`src/rtl/signal_frame_serializer.sv`:
```
// Frame-to-pixel-stream serializer: captures flattened frames and emits one pixel per
// valid/ready beat with start/end markers, holding up to one pending frame behind the active one.
module signal_frame_serializer #(
  parameter int WIDTH_PIXELS      = 2,
  parameter int HEIGHT_PIXELS     = 2,
  parameter int PIXEL_SIZE_BITS   = 8,
  parameter int DEFAULT_INTENSITY = 0
) (
  input  logic                                                  clk,
  input  logic                                                  reset,
  input  logic [WIDTH_PIXELS*HEIGHT_PIXELS*PIXEL_SIZE_BITS-1:0] frame_in,
  input  logic                                                  frame_valid,
  output logic                                                  frame_ready,
  output logic [PIXEL_SIZE_BITS-1:0]                            m_tdata,
  output logic                                                  m_tvalid,
  input  logic                                                  m_tready,
  output logic                                                  m_tuser,
  output logic                                                  m_tlast,
  output logic                                                  frame_dropped,
  output logic [15:0]                                           frame_count
);

  localparam int N  = WIDTH_PIXELS * HEIGHT_PIXELS;
  localparam int IW = (N > 1) ? $clog2(N) : 1;
  localparam logic [PIXEL_SIZE_BITS-1:0] DEF_PIX = PIXEL_SIZE_BITS'(DEFAULT_INTENSITY);

  typedef enum logic {S_IDLE, S_STREAM} state_t;

  state_t                     r_state;
  state_t                     w_state_nxt;
  logic [PIXEL_SIZE_BITS-1:0] r_buf_a [N];
  logic [PIXEL_SIZE_BITS-1:0] r_buf_p [N];
  logic [PIXEL_SIZE_BITS-1:0] w_frame_pix [N];
  logic                       r_pend_valid;
  logic [IW-1:0]              r_idx;
  logic [15:0]                r_frame_count;
  logic                       r_dropped;

  logic w_frame_ready;
  logic w_accept;
  logic w_drop;
  logic w_beat;
  logic w_idx_last;
  logic w_last_beat;
  logic w_load_a_in;
  logic w_load_a_p;
  logic w_load_p;

  always_comb begin
    for (int i = 0; i < N; i++) begin
      w_frame_pix[i] = frame_in[i*PIXEL_SIZE_BITS +: PIXEL_SIZE_BITS];
    end
  end

  // Handshake decode; ready depends only on registered state so it never loops through m_tready.
  always_comb begin
    w_frame_ready = (r_state == S_IDLE) || !r_pend_valid;
    w_accept      = frame_valid && w_frame_ready;
    w_drop        = frame_valid && !w_frame_ready;
    w_beat        = (r_state == S_STREAM) && m_tready;
    w_idx_last    = (r_idx == IW'(N - 1));
    w_last_beat   = w_beat && w_idx_last;
    // A last beat with nothing pending lets a same-cycle frame go straight into A.
    w_load_a_in   = w_accept && ((r_state == S_IDLE) || (w_last_beat && !r_pend_valid));
    w_load_a_p    = w_last_beat && r_pend_valid;
    w_load_p      = w_accept && (r_state == S_STREAM) && !w_last_beat;
  end

  always_ff @(posedge clk) begin
    if (reset) begin
      r_state <= S_IDLE;
    end else begin
      r_state <= w_state_nxt;
    end
  end

  always_comb begin
    w_state_nxt = r_state;
    m_tvalid    = 1'b0;
    m_tdata     = DEF_PIX;
    m_tuser     = 1'b0;
    m_tlast     = 1'b0;
    case (r_state)
      S_IDLE: begin
        if (w_accept) begin
          w_state_nxt = S_STREAM;
        end
      end
      S_STREAM: begin
        m_tvalid = 1'b1;
        m_tdata  = r_buf_a[r_idx];
        m_tuser  = (r_idx == '0);
        m_tlast  = w_idx_last;
        if (w_last_beat && !r_pend_valid && !w_accept) begin
          w_state_nxt = S_IDLE;
        end
      end
      default: w_state_nxt = S_IDLE;
    endcase
  end

  always_ff @(posedge clk) begin
    if (reset) begin
      r_idx         <= '0;
      r_pend_valid  <= 1'b0;
      r_frame_count <= '0;
      r_dropped     <= 1'b0;
      for (int i = 0; i < N; i++) begin
        r_buf_a[i] <= DEF_PIX;
        r_buf_p[i] <= DEF_PIX;
      end
    end else begin
      r_dropped <= w_drop;
      if (w_load_a_in) begin
        r_buf_a <= w_frame_pix;
      end else if (w_load_a_p) begin
        r_buf_a <= r_buf_p;
      end
      if (w_load_p) begin
        r_buf_p <= w_frame_pix;
      end
      if (w_load_a_p) begin
        r_pend_valid <= 1'b0;
      end else if (w_load_p) begin
        r_pend_valid <= 1'b1;
      end
      if (r_state == S_IDLE) begin
        r_idx <= '0;
      end else if (w_beat) begin
        r_idx <= w_idx_last ? '0 : r_idx + 1'b1;
      end
      if (w_last_beat) begin
        r_frame_count <= r_frame_count + 16'd1;
      end
    end
  end

  assign frame_ready   = w_frame_ready;
  assign frame_dropped = r_dropped;
  assign frame_count   = r_frame_count;

endmodule
```
`config.mk`:
```
export PLATFORM = sky130hd
export DESIGN_NAME = signal_frame_serializer
export DESIGN_NICKNAME = d
export VERILOG_FILES = /design/src/rtl/signal_frame_serializer.sv
export SDC_FILE = /design/constraint.sdc
export NUM_CORES = 1
export LEC_CHECK = 0
export BUFFER_PORTS_ARGS = -buffer_cell sky130_fd_sc_hd__clkbuf_2
export CAP_MARGIN = 20
export CORE_UTILIZATION = 50
export CTS_CLUSTER_SIZE = 24
export DETAILED_ROUTE_END_ITERATION = 10
export PLACE_DENSITY = 0.75
export SETUP_SLACK_MARGIN = 0.02
export SLEW_MARGIN = 20
export SYNTH_ARGS = -nofsm -noshare
export SYNTH_HDL_FRONTEND = slang
export SYNTH_SLANG_ARGS = --single-unit
```
`constraint.sdc`:
```
create_clock -name clk -period 1.85 [get_ports clk]
set_input_delay 0 -clock clk [delete_from_list [all_inputs] [get_ports clk]]
set_output_delay 0 -clock clk [all_outputs]
set_load 0.02 [all_outputs]
```
==> impl_metrics.env, run 1 <==
export IMPL_final_layout_size_suffix_gt1_share_pct=22.7
export IMPL_outcome="completed"
export IMPL_synth_enable_flop_cells=0
export IMPL_area_sequential_sq_um=1700
export IMPL_finalCritPeriodShare_pct=94.4
export IMPL_drv_slew=0
export IMPL_max_freq_mhz=573
export IMPL_stdcell_count=618
export IMPL_placedCellCount=564
export IMPL_post_synth_inst_count=416
export IMPL_remaining_drc_errors=0
export IMPL_avgViaCountPerCell=5.48
export IMPL_numPortBuffers=64
export IMPL_die_x_microns=88.3
export IMPL_setup_repair_after_global_routing_missed_its_margin="yes"
export IMPL_cts_root_buffer="sky130_fd_sc_hd__clkbuf_8"
export IMPL_place_congestion=0.775
export IMPL_drt_pass1_iterations=5
export IMPL_cell_taking_the_most_area_after_synthesis="sky130_fd_sc_hd__dfxtp_1"
export IMPL_num_vias=3389
export IMPL_yosysSeqAreaShare_pct=45.7
export IMPL_number_of_antenna_violations_at_the_first_check_in_global_routing=0
export IMPL_cts_root_to_sink_buffers=2
export IMPL_async_flop_share_pct=0
export IMPL_grt_overflow=0
export IMPL_final_common_cell="sky130_fd_sc_hd__dfxtp_1"
export IMPL_fin_tns_setup_ns=0
export IMPL_boundaryPins=65
export IMPL_grt_first_pass_wirelength_microns=14300
export IMPL_cts_buffers=9
export IMPL_setup_slack_ns=0.104
export IMPL_path_class="reg -> out"
export IMPL_synth_top_cell_area_share_pct=45.7
export IMPL_critPathLaunchType="flop"
export IMPL_timing_reg2reg_setup_slack_ns=0.11
export IMPL_critical_path_sink_type="output pin"
export IMPL_netlist_cell_type_count=39
export IMPL_initialDrtViolationCount=186
export IMPL_p_total_mw=3.65
export IMPL_crit_required_ns=1.85
export IMPL_synthesis_nets=455
export IMPL_floorplan_rows=31
export IMPL_die_area_sq_um=7800
export IMPL_holdCritPathClass="in -> reg"
export IMPL_worst_max_slew_margin_expressed_relative_to_the_limit_pct=59.2
export IMPL_area_delta_synth_final_pct=30.0
export IMPL_largest_net_degree_at_the_start_of_global_routing=65
export IMPL_die_height_microns=88.3
export IMPL_timing_critical_path_fanout_max=11
export IMPL_top_area_cells_in_the_synthesized_netlist="sky130_fd_sc_hd__dfxtp_1 (46%), sky130_fd_sc_hd__mux2i_1 (9.4%), sky130_fd_sc_hd__nand2_1 (7.2%)"
export IMPL_routed_wire_length_per_instance_microns=15.6
export IMPL_ant_nets=0
export IMPL_timing_final_setup_violations=0
export IMPL_arrival_ns=1.75
export IMPL_multi_input_area_sq_um=1880
export IMPL_starting_density_of_the_core_pct=51.6
export IMPL_max_slew_worst_pin_slew_ns=0.612
export IMPL_timing_max_cap_violations=0
export IMPL_clock_insertion_delay_worst_skew_ns=0.35
export IMPL_post_dp_hpwl_microns=5710
export IMPL_power_leakage_nw=2.10
export IMPL_clock_tree_from_tritoncts="yes"
export IMPL_power_per_cell_area_nw_per_um2=754
export IMPL_syn_avg_cell_area_sq_um=8.96
export IMPL_path_clk_slew_ns=0.08
export IMPL_n_antenna_cell=0
export IMPL_drt_total_wl_microns=9640
export IMPL_cts_sink_count=85
export IMPL_ys_ff_latch=85
export IMPL_via_count_of_the_first_global_routing_pass=3036
export IMPL_htree_num_levels=3
export IMPL_finish_utilization_pct=67.2
export IMPL_worst_clock_skew_ns=0.0136
export IMPL_placeable_area_sq_um=7210
export IMPL_final_nets=553
export IMPL_top_library_cells_by_usage_in_the_layout_fill_and_taps_aside="sky130_fd_sc_hd__dfxtp_1 (85), sky130_fd_sc_hd__nand2_1 (71), sky130_fd_sc_hd__clkbuf_2 (64)"
export IMPL_worst_setup_slack_post_dpl_ns=0.135
export IMPL_min_period_ns=1.75
export IMPL_vdd_drop_max_mv=0.465
export IMPL_hold_violations=0
export IMPL_yosys_warnings=0
export IMPL_synth_area_sq_um=3730
export IMPL_yosys_most_used_dff="sky130_fd_sc_hd__dfxtp_1"
export IMPL_fill_cell_total_of_the_finished_layout=578
export IMPL_groute_usage_overall_pct=23.8
## per-stage QoR
stage / hold WS [ns] / area (sq um)
2_1_floorplan: 0.136 / 3730
3_3_place_gp: 0.239 / 4230
3_5_place_dp: 0.246 / 4230
4_1_cts: 0.0683 / 4730
5_1_grt: 0.0970 / 4840
6_report: 0.0767 / 4840
## critical path, cell delays in order (launching register included)
cell and delay [ns]:
sky130_fd_sc_hd__dfxtp_1 0.35, sky130_fd_sc_hd__buf_6 0.19, sky130_fd_sc_hd__mux4_2 0.50, sky130_fd_sc_hd__and2_1 0.19, sky130_fd_sc_hd__clkbuf_2 0.16
## report_power, final
| part | leakage, nW | internal (mW) | total, mW | switching (mW) |
|---|---|---|---|---|
| Combinational | 1.33 | 0.238 | 0.479 | 0.241 |
| Sequential | 0.695 | 1.92 | 1.97 | 0.0562 |
| Clock | 0.0815 | 0.525 | 1.20 | 0.677 |
## cells in the mapped netlist (2+ instances only)
master / n
sky130_fd_sc_hd__dfxtp_1: 85
sky130_fd_sc_hd__nand2_1: 71
sky130_fd_sc_hd__nor2_1: 48
sky130_fd_sc_hd__a21oi_1: 38
sky130_fd_sc_hd__mux2i_1: 35
sky130_fd_sc_hd__a211oi_1: 33
sky130_fd_sc_hd__clkbuf_1: 19
sky130_fd_sc_hd__buf_2: 11
sky130_fd_sc_hd__and2_1: 10
sky130_fd_sc_hd__mux4_2: 8
sky130_fd_sc_hd__nand4_1: 6
sky130_fd_sc_hd__xnor2_1: 6
sky130_fd_sc_hd__inv_1: 5
sky130_fd_sc_hd__nor3_1: 5
sky130_fd_sc_hd__ha_1: 3
sky130_fd_sc_hd__nand3_1: 3
sky130_fd_sc_hd__xor2_1: 3
sky130_fd_sc_hd__buf_4: 2
sky130_fd_sc_hd__o21ai_0: 2
sky130_fd_sc_hd__o31ai_1: 2
sky130_fd_sc_hd__or3_1: 2
sky130_fd_sc_hd__or4_1: 2
## registers in the layout, indices dropped and copies added (netlist names)
name	count
frame_dropped	1
r_state	1
r_pend_valid	1
r_idx	2
r_buf_p	32
r_buf_a	32
frame_count	16
## cell type report
class | instances | share of cell area (%)
Inverter | 5 | 0.387
Tap cell | 99 | 2.56
Clock buffer | 11 | 2.92
Clock inverter | 5 | 0.749
Timing Repair Buffer | 119 | 19.4
Multi-Input combinational cell | 294 | 38.9
Sequential cell | 85 | 35.1
## worst paths after layout
| check | from | to | cells after the start |
|---|---|---|---|
| setup reg to reg | r_idx[0] | r_buf_a[8] | 8 |
| hold reg to reg | r_buf_p[17] | r_buf_p[17] | 2 |
| hold / removal | m_tready | r_idx[0] | 3 |
| setup / recovery | r_idx[0] | m_tdata[2] | 4 |
## cell families after synthesis
group | Yosys count | synth area share [%]
and+or+nand+nor | 159 | 19.0
DFF | 85 | 45.7
AOI/OAI and AO/OA | 79 | 13.4
muxes | 44 | 14.5
buffers and inverters | 37 | 4.30
xor gates and xnor gates | 9 | 2.12
adders and majority gates | 3 | 1.01
## timing repair
| item | 4_1_cts | 5_1_grt |
|---|---|---|
| endpoints found under the hold margin | 66 | 0 |
| hold buffers | 33 | 0 |
| resized for setup | 0 | 1 |
| setup endpoints to repair | 0 | 22 |
| buffers inserted | 0 | 1 |
## layer usage
layer	up-vias	part of all wire (%)	global-route usage (%)
met4	0	1.7	8.94
met3	16	5.3	3.54
met5	-	0	0
li1	1645	-	-
met1	1620	44	32.1
met2	108	49	38.9
(Power assumes the default switching activity.)
==> run 2: changes to the inputs <==
--- a/config.mk
+++ b/config.mk
@@ -5,6 +5,7 @@
 export SDC_FILE = /design/constraint.sdc
 export NUM_CORES = 1
 export LEC_CHECK = 0
+export ABC_AREA = 1
 export BUFFER_PORTS_ARGS = -buffer_cell sky130_fd_sc_hd__clkbuf_2
 export CAP_MARGIN = 20
 export CORE_UTILIZATION = 50
==> impl_metrics.env, run 2 <==
export IMPL_initialDrtViolationCount=200
export IMPL_cp_num_buf_inv=3
export IMPL_worst_max_slew_margin_expressed_relative_to_the_limit_pct=64.8
export IMPL_final_common_cell="sky130_fd_sc_hd__nor2_1"
export IMPL_clock_tree_from_tritoncts="yes"
export IMPL_netlist_cell_type_count=26
export IMPL_clock_insertion_delay_worst_skew_ns=0.35
export IMPL_path_cells="buf_4 > clkinvlp_4 > o21ai_0 > a21oi_1 > clkbuf_2"
export IMPL_ant_nets=0
export IMPL_cts_root_to_sink_buffers=2
export IMPL_path_clk_slew_ns=0.08
export IMPL_drt_pass1_iterations=5
export IMPL_cts_root_buffer="sky130_fd_sc_hd__clkbuf_8"
export IMPL_vdd_drop_max_mv=0.554
export IMPL_critical_path_max_stage_delay_ns=0.34
export IMPL_synth_fa_ha_area_share_pct=1.00
export IMPL_finalCritPeriodShare_pct=94.2
export IMPL_arrival_ns=1.74
export IMPL_htree_num_levels=3
export IMPL_setup_repair_after_global_routing_missed_its_margin="yes"
export IMPL_hold_violations=0
export IMPL_floorplan_rows=31
export IMPL_starting_density_of_the_core_pct=51.8
export IMPL_synthSimpleGateAreaFrac_pct=27.0
export IMPL_groute_usage_overall_pct=24.8
export IMPL_yosys_most_used_dff="sky130_fd_sc_hd__dfxtp_1"
export IMPL_yosysSeqAreaShare_pct=45.3
export IMPL_synth_mux_area_share_pct=0
export IMPL_cts_sink_count=85
export IMPL_critical_path_sink_type="output pin"
export IMPL_worst_hold_startpoint="m_tready"
export IMPL_power_leakage_nw=1.95
export IMPL_async_flop_share_pct=0
export IMPL_synth_top_cell_area_share_pct=45.3
export IMPL_max_slew_worst_pin_slew_ns=0.528
export IMPL_placedInstanceArea_sq_um=4170
export IMPL_timing_final_setup_violations=0
export IMPL_routed_wire_length_per_instance_microns=12.4
export IMPL_area_sequential_sq_um=1700
export IMPL_critPathTopFamily="buffers and inverters"
export IMPL_synthesis_nets=568
export IMPL_cts_buffers=9
export IMPL_place_congestion=0.857
export IMPL_post_dp_hpwl_microns=6060
export IMPL_holdCritPathClass="in -> reg"
export IMPL_synth_compound_area_share_pct=20.0
export IMPL_cell_taking_the_most_area_after_synthesis="sky130_fd_sc_hd__dfxtp_1"
export IMPL_timing_max_cap_violations=0
export IMPL_numPortBuffers=64
export IMPL_num_vias=3765
export IMPL_worst_setup_slack_post_dpl_ns=0.0649
export IMPL_timing_critical_path_fanout_max=20
export IMPL_synth_enable_flop_cells=0
export IMPL_synth_top_cells_by_count="sky130_fd_sc_hd__nor2_1 (120), sky130_fd_sc_hd__nand2_1 (96), sky130_fd_sc_hd__dfxtp_1 (85)"
export IMPL_final_nets=658
export IMPL_critical_path_cell_count=5
export IMPL_critPathLaunchType="flop"
export IMPL_timing_rr_start="r_idx[1]"
export IMPL_area_delta_synth_final_pct=26.0
export IMPL_die_height_microns=88.6
export IMPL_outcome="completed"
export IMPL_holdPathEnd="r_idx[1]"
export IMPL_worst_clock_skew_ns=0.00728
export IMPL_path_class="reg -> out"
export IMPL_post_synth_inst_count=529
export IMPL_largest_net_degree_at_the_start_of_global_routing=37
export IMPL_ys_ff_latch=85
export IMPL_post_synth_top_count_cell="sky130_fd_sc_hd__nor2_1"
export IMPL_critical_path_slowest_cell="sky130_fd_sc_hd__dfxtp_1"
export IMPL_avgViaCountPerCell=5.21
export IMPL_power_per_cell_area_nw_per_um2=802
export IMPL_min_period_ns=1.74
export IMPL_max_freq_mhz=574
export IMPL_top_area_cells_in_the_synthesized_netlist="sky130_fd_sc_hd__dfxtp_1 (45%), sky130_fd_sc_hd__nor2_1 (12%), sky130_fd_sc_hd__nand2_1 (9.6%)"
export IMPL_number_of_antenna_violations_at_the_first_check_in_global_routing=0
export IMPL_worst_r2r_cell_count=6
export IMPL_top_library_cells_by_usage_in_the_layout_fill_and_taps_aside="sky130_fd_sc_hd__nor2_1 (120), sky130_fd_sc_hd__nand2_1 (96), sky130_fd_sc_hd__dfxtp_1 (85)"
export IMPL_crit_reg2reg_capture="r_buf_a[2]"
export IMPL_multi_input_area_sq_um=1800
export IMPL_remaining_drc_errors=0
export IMPL_yosys_warnings=0
export IMPL_synthXorXnorAreaFrac_pct=0
export IMPL_main_combinational_cell_family_by_area_after_synthesis="simple AND/OR/NAND/NOR gates"
export IMPL_die_x_microns=88.6
export IMPL_final_layout_size_suffix_gt1_share_pct=17.3
export IMPL_n_antenna_cell=0
export IMPL_syn_avg_cell_area_sq_um=7.10
export IMPL_grt_first_pass_wirelength_microns=15100
export IMPL_fill_cell_total_of_the_finished_layout=643
export IMPL_layout_cell_area_non_filler_sq_um=4730
export IMPL_hold_depth=3
export IMPL_placeable_area_sq_um=7250
export IMPL_synth_area_sq_um=3750
export IMPL_post_cts_setup_buffers=0
export IMPL_setup_slack_ns=0.107
export IMPL_grt_overflow=0
export IMPL_die_area_sq_um=7860
export IMPL_timing_reg2reg_setup_slack_ns=0.16
export IMPL_crit_required_ns=1.85
export IMPL_drt_total_wl_microns=8980
export IMPL_boundaryPins=65
export IMPL_via_count_of_the_first_global_routing_pass=3410
export IMPL_drv_slew=0
[run 2: repair_timing]
item / 4_1_cts / 5_1_grt
endpoints found under the hold margin: 68 / 0
hold buffers: 34 / 0
endpoints found under the setup margin: 0 / 73
resized for setup: 0 / 6
[run 2: layer usage]
metal | up-vias | global-route usage (%) | wire (microns)
met1 | 1730 | 31.1 | 4210
met5 | - | 0 | 0
li1 | 1935 | - | -
met4 | 0 | 6.16 | 97
met3 | 9 | 5.88 | 429
met2 | 91 | 43.1 | 4250
[run 2: final cells by class]
type	instances	area share (%)
Clock buffer	10	2.70
Clock inverter	6	1.46
Inverter	27	2.36
Multi-Input combinational cell	385	38.1
Sequential cell	85	36.0
Tap cell	99	2.62
Timing Repair Buffer	110	16.7
Timing Repair inverter	1	0.159
[run 2: per-stage QoR]
| step | std cells | utilization [%] | hold WS, ns | total power [mW] | setup TNS (ns) |
|---|---|---|---|---|---|
| after floorplan | 529 | - | 0.135 | 2.31 | 0 |
| after global placement | 672 | 57.5 | 0.242 | 2.44 | 0 |
| after detailed placement | 672 | 57.5 | 0.243 | 2.45 | 0 |
| after CTS | 722 | 64.9 | 0.00871 | 3.81 | 0 |
| after global routing | 723 | 65.2 | 0.0126 | 3.97 | -0.0349 |
| final | 723 | 65.2 | 0.0202 | 3.79 | 0 |
[run 2: worst register-to-register path, stage by stage, from the launching register on]
cell and delay (ns):
sky130_fd_sc_hd__dfxtp_1 0.34, sky130_fd_sc_hd__ha_1 0.24, sky130_fd_sc_hd__nand3_4 0.10, sky130_fd_sc_hd__nor2_4 0.13
sky130_fd_sc_hd__clkinvlp_4 0.45, sky130_fd_sc_hd__nand2_1 0.20, sky130_fd_sc_hd__a31oi_1 0.11
[run 2: worst max path at each step]
stage / startpoint / endpoint
after floorplan: r_state / r_buf_a[10]
after global placement: r_idx[0] / r_buf_a[26]
after detailed placement: r_idx[0] / r_buf_a[2]
after CTS: r_idx[0] / m_tdata[5]
after global routing: r_idx[0] / m_tdata[1]
final: r_idx[0] / m_tdata[5]
[run 2: report_power, final]
part	switching, mW	leakage, nW	total (mW)	internal (mW)
clock	0.680	0.0973	1.31	0.634
sequential	0.0620	0.697	2.00	1.94
combinational	0.263	1.16	0.473	0.209
[run 2: logic make-up after synthesis]
logic type               after synthesis
adder cells (fa/ha/maj)                3
AO/OA/AOI/OAI                        140
buffers and inverters                 59
AND/OR/NAND/NOR                      242
flip-flops                            85
